$ cat src/rtl/sram_port_arbiter.sv
// Round-robin arbiter sharing one activation SRAM port between the conv controller (r0) and host/loader (r1).
// Optional `ARB_STATS_EN adds per-master access counters and a stall counter.
module sram_port_arbiter #(
    parameter int AW        = 12,
    parameter int DW        = 16,
    parameter int MAX_BURST = 16,
    parameter int RD_LAT    = 1
) (
    input  logic          clk,
    input  logic          reset_b,
    input  logic          r0_req,
    input  logic          r0_lock,
    input  logic          r0_we,
    input  logic [AW-1:0] r0_addr,
    input  logic [DW-1:0] r0_wdata,
    output logic          r0_gnt,
    output logic          r0_rvalid,
    output logic [DW-1:0] r0_rdata,
    input  logic          r1_req,
    input  logic          r1_lock,
    input  logic          r1_we,
    input  logic [AW-1:0] r1_addr,
    input  logic [DW-1:0] r1_wdata,
    output logic          r1_gnt,
    output logic          r1_rvalid,
    output logic [DW-1:0] r1_rdata,
    input  logic [DW-1:0] sram_read_data,
    output logic [AW-1:0] sram_read_address,
    output logic [AW-1:0] sram_write_address,
    output logic [DW-1:0] sram_write_data,
    output logic          sram_write_enable,
`ifdef ARB_STATS_EN
    output logic [15:0]   stat_gnt0_cnt,
    output logic [15:0]   stat_gnt1_cnt,
    output logic [15:0]   stat_stall_cnt,
`endif
    output logic [1:0]    dbg_owner
);

    // Handshake: rN_req acts as valid and rN_gnt as ready. An access happens only in a cycle
    // where both are high; the master holds req/addr/we/wdata stable until it sees that cycle.

    localparam int CW = $clog2(MAX_BURST + 1);
    localparam logic [CW-1:0] BURST_LAST = CW'(MAX_BURST - 1);

    typedef enum logic [1:0] {
        IDLE = 2'd0,
        OWN0 = 2'd1,
        OWN1 = 2'd2
    } owner_t;

    owner_t        owner_q;
    owner_t        owner_d;
    logic          last_owner_q;
    logic [CW-1:0] burst_cnt_q;
    logic          below_cap;
    logic          acc0;
    logic          acc1;
    logic          rd_in;
    logic [RD_LAT-1:0] rd_vld_q;
    logic [RD_LAT-1:0] rd_id_q;

    assign r0_gnt    = (owner_q == OWN0);
    assign r1_gnt    = (owner_q == OWN1);
    assign acc0      = r0_gnt & r0_req;
    assign acc1      = r1_gnt & r1_req;
    assign below_cap = (burst_cnt_q < BURST_LAST);
    assign dbg_owner = owner_q;

    always_comb begin
        owner_d = IDLE;
        if (r0_gnt && r0_req && r0_lock && (below_cap || !r1_req)) begin
            owner_d = OWN0;
        end else if (r1_gnt && r1_req && r1_lock && (below_cap || !r0_req)) begin
            owner_d = OWN1;
        end else if (r0_req && r1_req) begin
            // Tie goes to whoever did not own the port most recently.
            owner_d = last_owner_q ? OWN0 : OWN1;
        end else if (r0_req) begin
            owner_d = OWN0;
        end else if (r1_req) begin
            owner_d = OWN1;
        end
    end

    always_ff @(posedge clk) begin
        if (!reset_b) begin
            owner_q      <= IDLE;
            last_owner_q <= 1'b1;
            burst_cnt_q  <= '0;
        end else begin
            owner_q <= owner_d;
            if (owner_d == OWN0) begin
                last_owner_q <= 1'b0;
            end else if (owner_d == OWN1) begin
                last_owner_q <= 1'b1;
            end
            // Wrapping at the cap lets a locked owner continue while the other side is quiet.
            if ((owner_d != owner_q) || (owner_q == IDLE) || (burst_cnt_q == BURST_LAST)) begin
                burst_cnt_q <= '0;
            end else begin
                burst_cnt_q <= burst_cnt_q + 1'b1;
            end
        end
    end

    always_comb begin
        sram_read_address  = '0;
        sram_write_address = '0;
        sram_write_data    = '0;
        sram_write_enable  = 1'b0;
        if (acc0) begin
            sram_read_address  = r0_addr;
            sram_write_address = r0_addr;
            sram_write_data    = r0_wdata;
            sram_write_enable  = r0_we;
        end else if (acc1) begin
            sram_read_address  = r1_addr;
            sram_write_address = r1_addr;
            sram_write_data    = r1_wdata;
            sram_write_enable  = r1_we;
        end
    end

    assign rd_in = (acc0 & ~r0_we) | (acc1 & ~r1_we);

    always_ff @(posedge clk) begin
        if (!reset_b) begin
            rd_vld_q <= '0;
            rd_id_q  <= '0;
        end else begin
            rd_vld_q[0] <= rd_in;
            rd_id_q[0]  <= acc1;
            for (int i = 1; i < RD_LAT; i++) begin
                rd_vld_q[i] <= rd_vld_q[i-1];
                rd_id_q[i]  <= rd_id_q[i-1];
            end
        end
    end

    assign r0_rvalid = rd_vld_q[RD_LAT-1] & ~rd_id_q[RD_LAT-1];
    assign r1_rvalid = rd_vld_q[RD_LAT-1] &  rd_id_q[RD_LAT-1];
    assign r0_rdata  = sram_read_data;
    assign r1_rdata  = sram_read_data;

`ifdef ARB_STATS_EN
    logic stall;
    assign stall = (r0_req & ~r0_gnt) | (r1_req & ~r1_gnt);

    always_ff @(posedge clk) begin
        if (!reset_b) begin
            stat_gnt0_cnt  <= '0;
            stat_gnt1_cnt  <= '0;
            stat_stall_cnt <= '0;
        end else begin
            if (acc0 && (stat_gnt0_cnt != 16'hFFFF)) begin
                stat_gnt0_cnt <= stat_gnt0_cnt + 16'd1;
            end
            if (acc1 && (stat_gnt1_cnt != 16'hFFFF)) begin
                stat_gnt1_cnt <= stat_gnt1_cnt + 16'd1;
            end
            if (stall && (stat_stall_cnt != 16'hFFFF)) begin
                stat_stall_cnt <= stat_stall_cnt + 16'd1;
            end
        end
    end
`endif

endmodule
$ cat config.mk
export PLATFORM = sky130hd
export DESIGN_NAME = sram_port_arbiter
export DESIGN_NICKNAME = d
export VERILOG_FILES = /design/src/rtl/sram_port_arbiter.sv
export SDC_FILE = /design/constraint.sdc
export NUM_CORES = 1
export LEC_CHECK = 0
export CORE_UTILIZATION = 27
export CTS_CLUSTER_SIZE = 10
export DETAILED_ROUTE_END_ITERATION = 7
export PLACE_DENSITY = 0.85
export SLEW_MARGIN = 20
export SYNTH_ARGS = -nofsm -noshare
export SYNTH_HDL_FRONTEND = slang
export SYNTH_SLANG_ARGS = --single-unit
$ cat constraint.sdc
create_clock -name clk -period 3.21 [get_ports clk]
set_clock_uncertainty 0.15 [all_clocks]
set_input_delay 0.8025 -clock clk [delete_from_list [all_inputs] [get_ports clk]]
set_output_delay 0.8025 -clock clk [all_outputs]
set_load 0.005 [all_outputs]
==> key figures <==
Status
  • Outcome: completed

Critical path
  • R2R Setup Slk: 1.14 ns
  • CP bufs+invs: 4
  • Worst path max stage delay: 0.27 ns
  • Worst Setup SP: r0_req
  • CP delay by family, top: buffers and inverters
  • Worst-path fanout max: 11
  • CP cell instances: dlymetal6s2s_1 -> and3b_2 -> buf_4 -> buf_12 -> a22o_1 -> dlygate4sd2_1
  • RR Startpoint: dbg_owner[1]
  • RR Endpoint: last_owner_q
  • Critical-path top delay cell: dlygate4sd2_1
  • FF-to-FF path depth: 8
  • Kind of critical path: input port to output port
  • CP Launch Type: input port
  • CP Capture Type: output port
  • Worst path required time: 2.26 ns
  • CP arrival: 1.96 ns

STA
  • Unrepaired setup endpoints after global routing: false
  • Final Hold Viols: 0
  • Slew Limit Headroom: 80.1%
  • Max Slew Vio Count: 0
  • Fin crit period: 2.91 ns
  • Max Fclk: 343 MHz
  • Total negative slack: 0 ns
  • Final setup vio count: 0
  • Slew at the pin closest to its max-slew limit: 0.298 ns
  • Period utilisation layout: 90.7%

Logic synthesis
  • Largest family of logic cells by synthesized area: buffers and inverters
  • Post-Synth XOR/XNOR Area: 1.52%
  • Synth area leaders: buf_4, a22o_1, dfxtp_1
  • Mapped cell area: 0.00115 mm²
  • Portion of netlist area occupied by mux cells: 0.871%
  • Syn nets: 223
  • Post-synth top cells: buf_4, a22o_1, dfxtp_1
  • Cell variety after synth: 26
  • Fraction of registers with async set/reset: 0%
  • Main synth FF type: dfxtp_1
  • Sequential area share after synthesis: 17.4%
  • Most frequent cell after synthesis: buf_4
  • Share of the synthesized area in the top cell type: 28.7%
  • Synth Area in Adders: 3.26%
  • Syn_area_per_cell: 8.21 µm²
  • Simple-Gate Fraction of Synth Area: 17.7%
  • Compound-gate portion of the synthesized area: 25.7%
  • Number of synthesized register bits: 10
  • Yosys top cell by area: buf_4
  • Warnings, synthesis: 0
  • Mapped Cells: 140
  • Number of synthesized flops with an enable pin: 0

Run
  • Max-capacitance violation count: 0

Global route
  • Total track usage: 14.0%
  • Initial antenna violation count: 0
  • Largest net degree at the start of global routing: 34
  • Grt ovf: 0
  • First-pass GRT wire length: 4820 µm
  • Vias in the first global route: 1068

Placement
  • Count of input and output buffers: 110
  • Post-DP HPWL: 2920 µm
  • Placer congestion estimate: 0.700

Route
  • Vias per inst: 4.65
  • Number of DRC markers in iteration 0: 27
  • Post-DR wirelength/cell: 14.8 µm
  • Drt pass-1 iters: 4
  • Detail Route Antenna Nets: 0
  • Final wirelength: 3950 µm
  • # DRC: 0
  • Via count: 1241

Pwr
  • Pwr dens: 222 mW/mm²
  • LEAKAGE: 1.13 nW
  • Maximum VDD drop: 165 µV

Floorplanning
  • Die area: 0.00452 mm²
  • Core Area: 0.00406 mm²
  • I/O pins: 159
  • Chip height: 67.3 µm
  • Die extent in x: 67.3 µm
  • Initial Utilization: 28.3%
  • Row Count: 23

CTS
  • CTS buffer count: 3
  • # H-tree levels: 1
  • Post-CTS Hold Fix Bufs: 0
  • CTS Buffer Depth: 2
  • Clock root buffer: clkbuf_8
  • Clk pin slew, worst setup/hold paths: 0.05 ns
  • Worst-Skew Late Latency: 0.24 ns
  • CTS tree: done
  • # clock sinks: 10

Min path
  • Min-Delay Path Class: flop to flop
  • Hold_sp: burst_cnt_q[0]
  • Cells on Worst Hold Path: 1
  • Hold path endpoint: burst_cnt_q[0]

Layout
  • Nets: 301
  • # diodes: 0
  • Share of layout cells above drive strength 1: 11.5%
  • Area Growth Syn to Fin: 88.0%
  • Post-layout util: 53.3%
==> cell usage in the layout (no fill, tap or decap), drive strengths merged <==
cell type / count
a22o: 29
a31oi: 1
and2: 4
and2b: 1
and3: 3
and3b: 2
buf: 13
clkbuf: 6
clkdlybuf4s15: 4
clkdlybuf4s50: 67
dfxtp: 10
dlygate4sd2: 31
dlymetal6s2s: 8
ha: 3
inv: 4
mux2i: 1
nand2: 6
nand2b: 1
nand3: 2
nand4: 1
nor2: 6
nor2b: 5
nor3b: 2
o211a: 1
o21ai: 2
o22a: 1
o22ai: 1
xnor2: 1
xor2: 1
==> registers in the layout, indices dropped and copies added (netlist names) <==
name          flops
last_owner_q      1
dbg_owner         2
burst_cnt_q       5
rd_vld_q          1
rd_id_q           1
==> per-layer routing <==
layer / track usage [%] / wire (µm)
met2: 25.3 / 2010
met1: 15.2 / 1460
met3: 6.08 / 464
met4: 2.39 / 8
met5: 0 / 0
==> report_power, final <==
part / total (mW) / internal, mW / switching [mW]
clock: 0.159 / 0.108 / 0.0513
sequential: 0.132 / 0.128 / 0.00333
combinational: 0.190 / 0.134 / 0.0560
total: 0.481 / 0.370 / 0.111
==> how the worst max path moves through the flow <==
stage / end / cells after the start / slack [ns]
after floorplan: sram_write_address[0] / 5 / 0.63
after global placement: sram_read_address[9] / 5 / -0.14
after detailed placement: sram_write_address[4] / 5 / -0.14
after CTS: sram_read_address[1] / 5 / -0.12
after global routing: sram_read_address[9] / 6 / 0.26
final: sram_write_address[9] / 6 / 0.30
==> per-stage QoR <==
stage / cell area [µm²] / instances / hold WS [ns] / setup slack (ns) / total power [mW]
4_1_cts: 2020 / 257 / 0.364 / -0.121 / 0.477
6_report: 2160 / 267 / 0.362 / 0.298 / 0.481
2_1_floorplan: 1150 / 140 / 0.307 / 0.633 / 0.225
3_5_place_dp: 2010 / 253 / 0.350 / -0.144 / 0.327
3_3_place_gp: 2010 / 253 / 0.333 / -0.143 / 0.326
5_1_grt: 2160 / 267 / 0.384 / 0.258 / 0.508
==> final cells by class <==
type	instances	area (µm²)
Clock buffer	4	55.1
Fill cell	387	1900
Inverter	4	15.0
Multi-Input combinational cell	74	567
Sequential cell	10	200
Tap cell	50	62.6
Timing Repair Buffer	125	1260
==> repair_timing <==
| item | CTS | global route |
|---|---|---|
| pin swaps | 6 | 5 |
| gates resized for setup | 37 | 14 |
| setup buffers | 0 | 8 |
| gates cloned | 0 | 2 |
| setup endpoints to repair | 41 | 6 |
==> kinds of logic after synthesis <==
kind of cell               count (synthesis)
DFF                                       10
adders and majority gates                  3
and+or+nand+nor                           33
xor gates and xnor gates                   2
AOI/OAI and AO/OA                         35
buffers and inverters                     56
muxes                                      1
(Power assumes the default switching activity.)
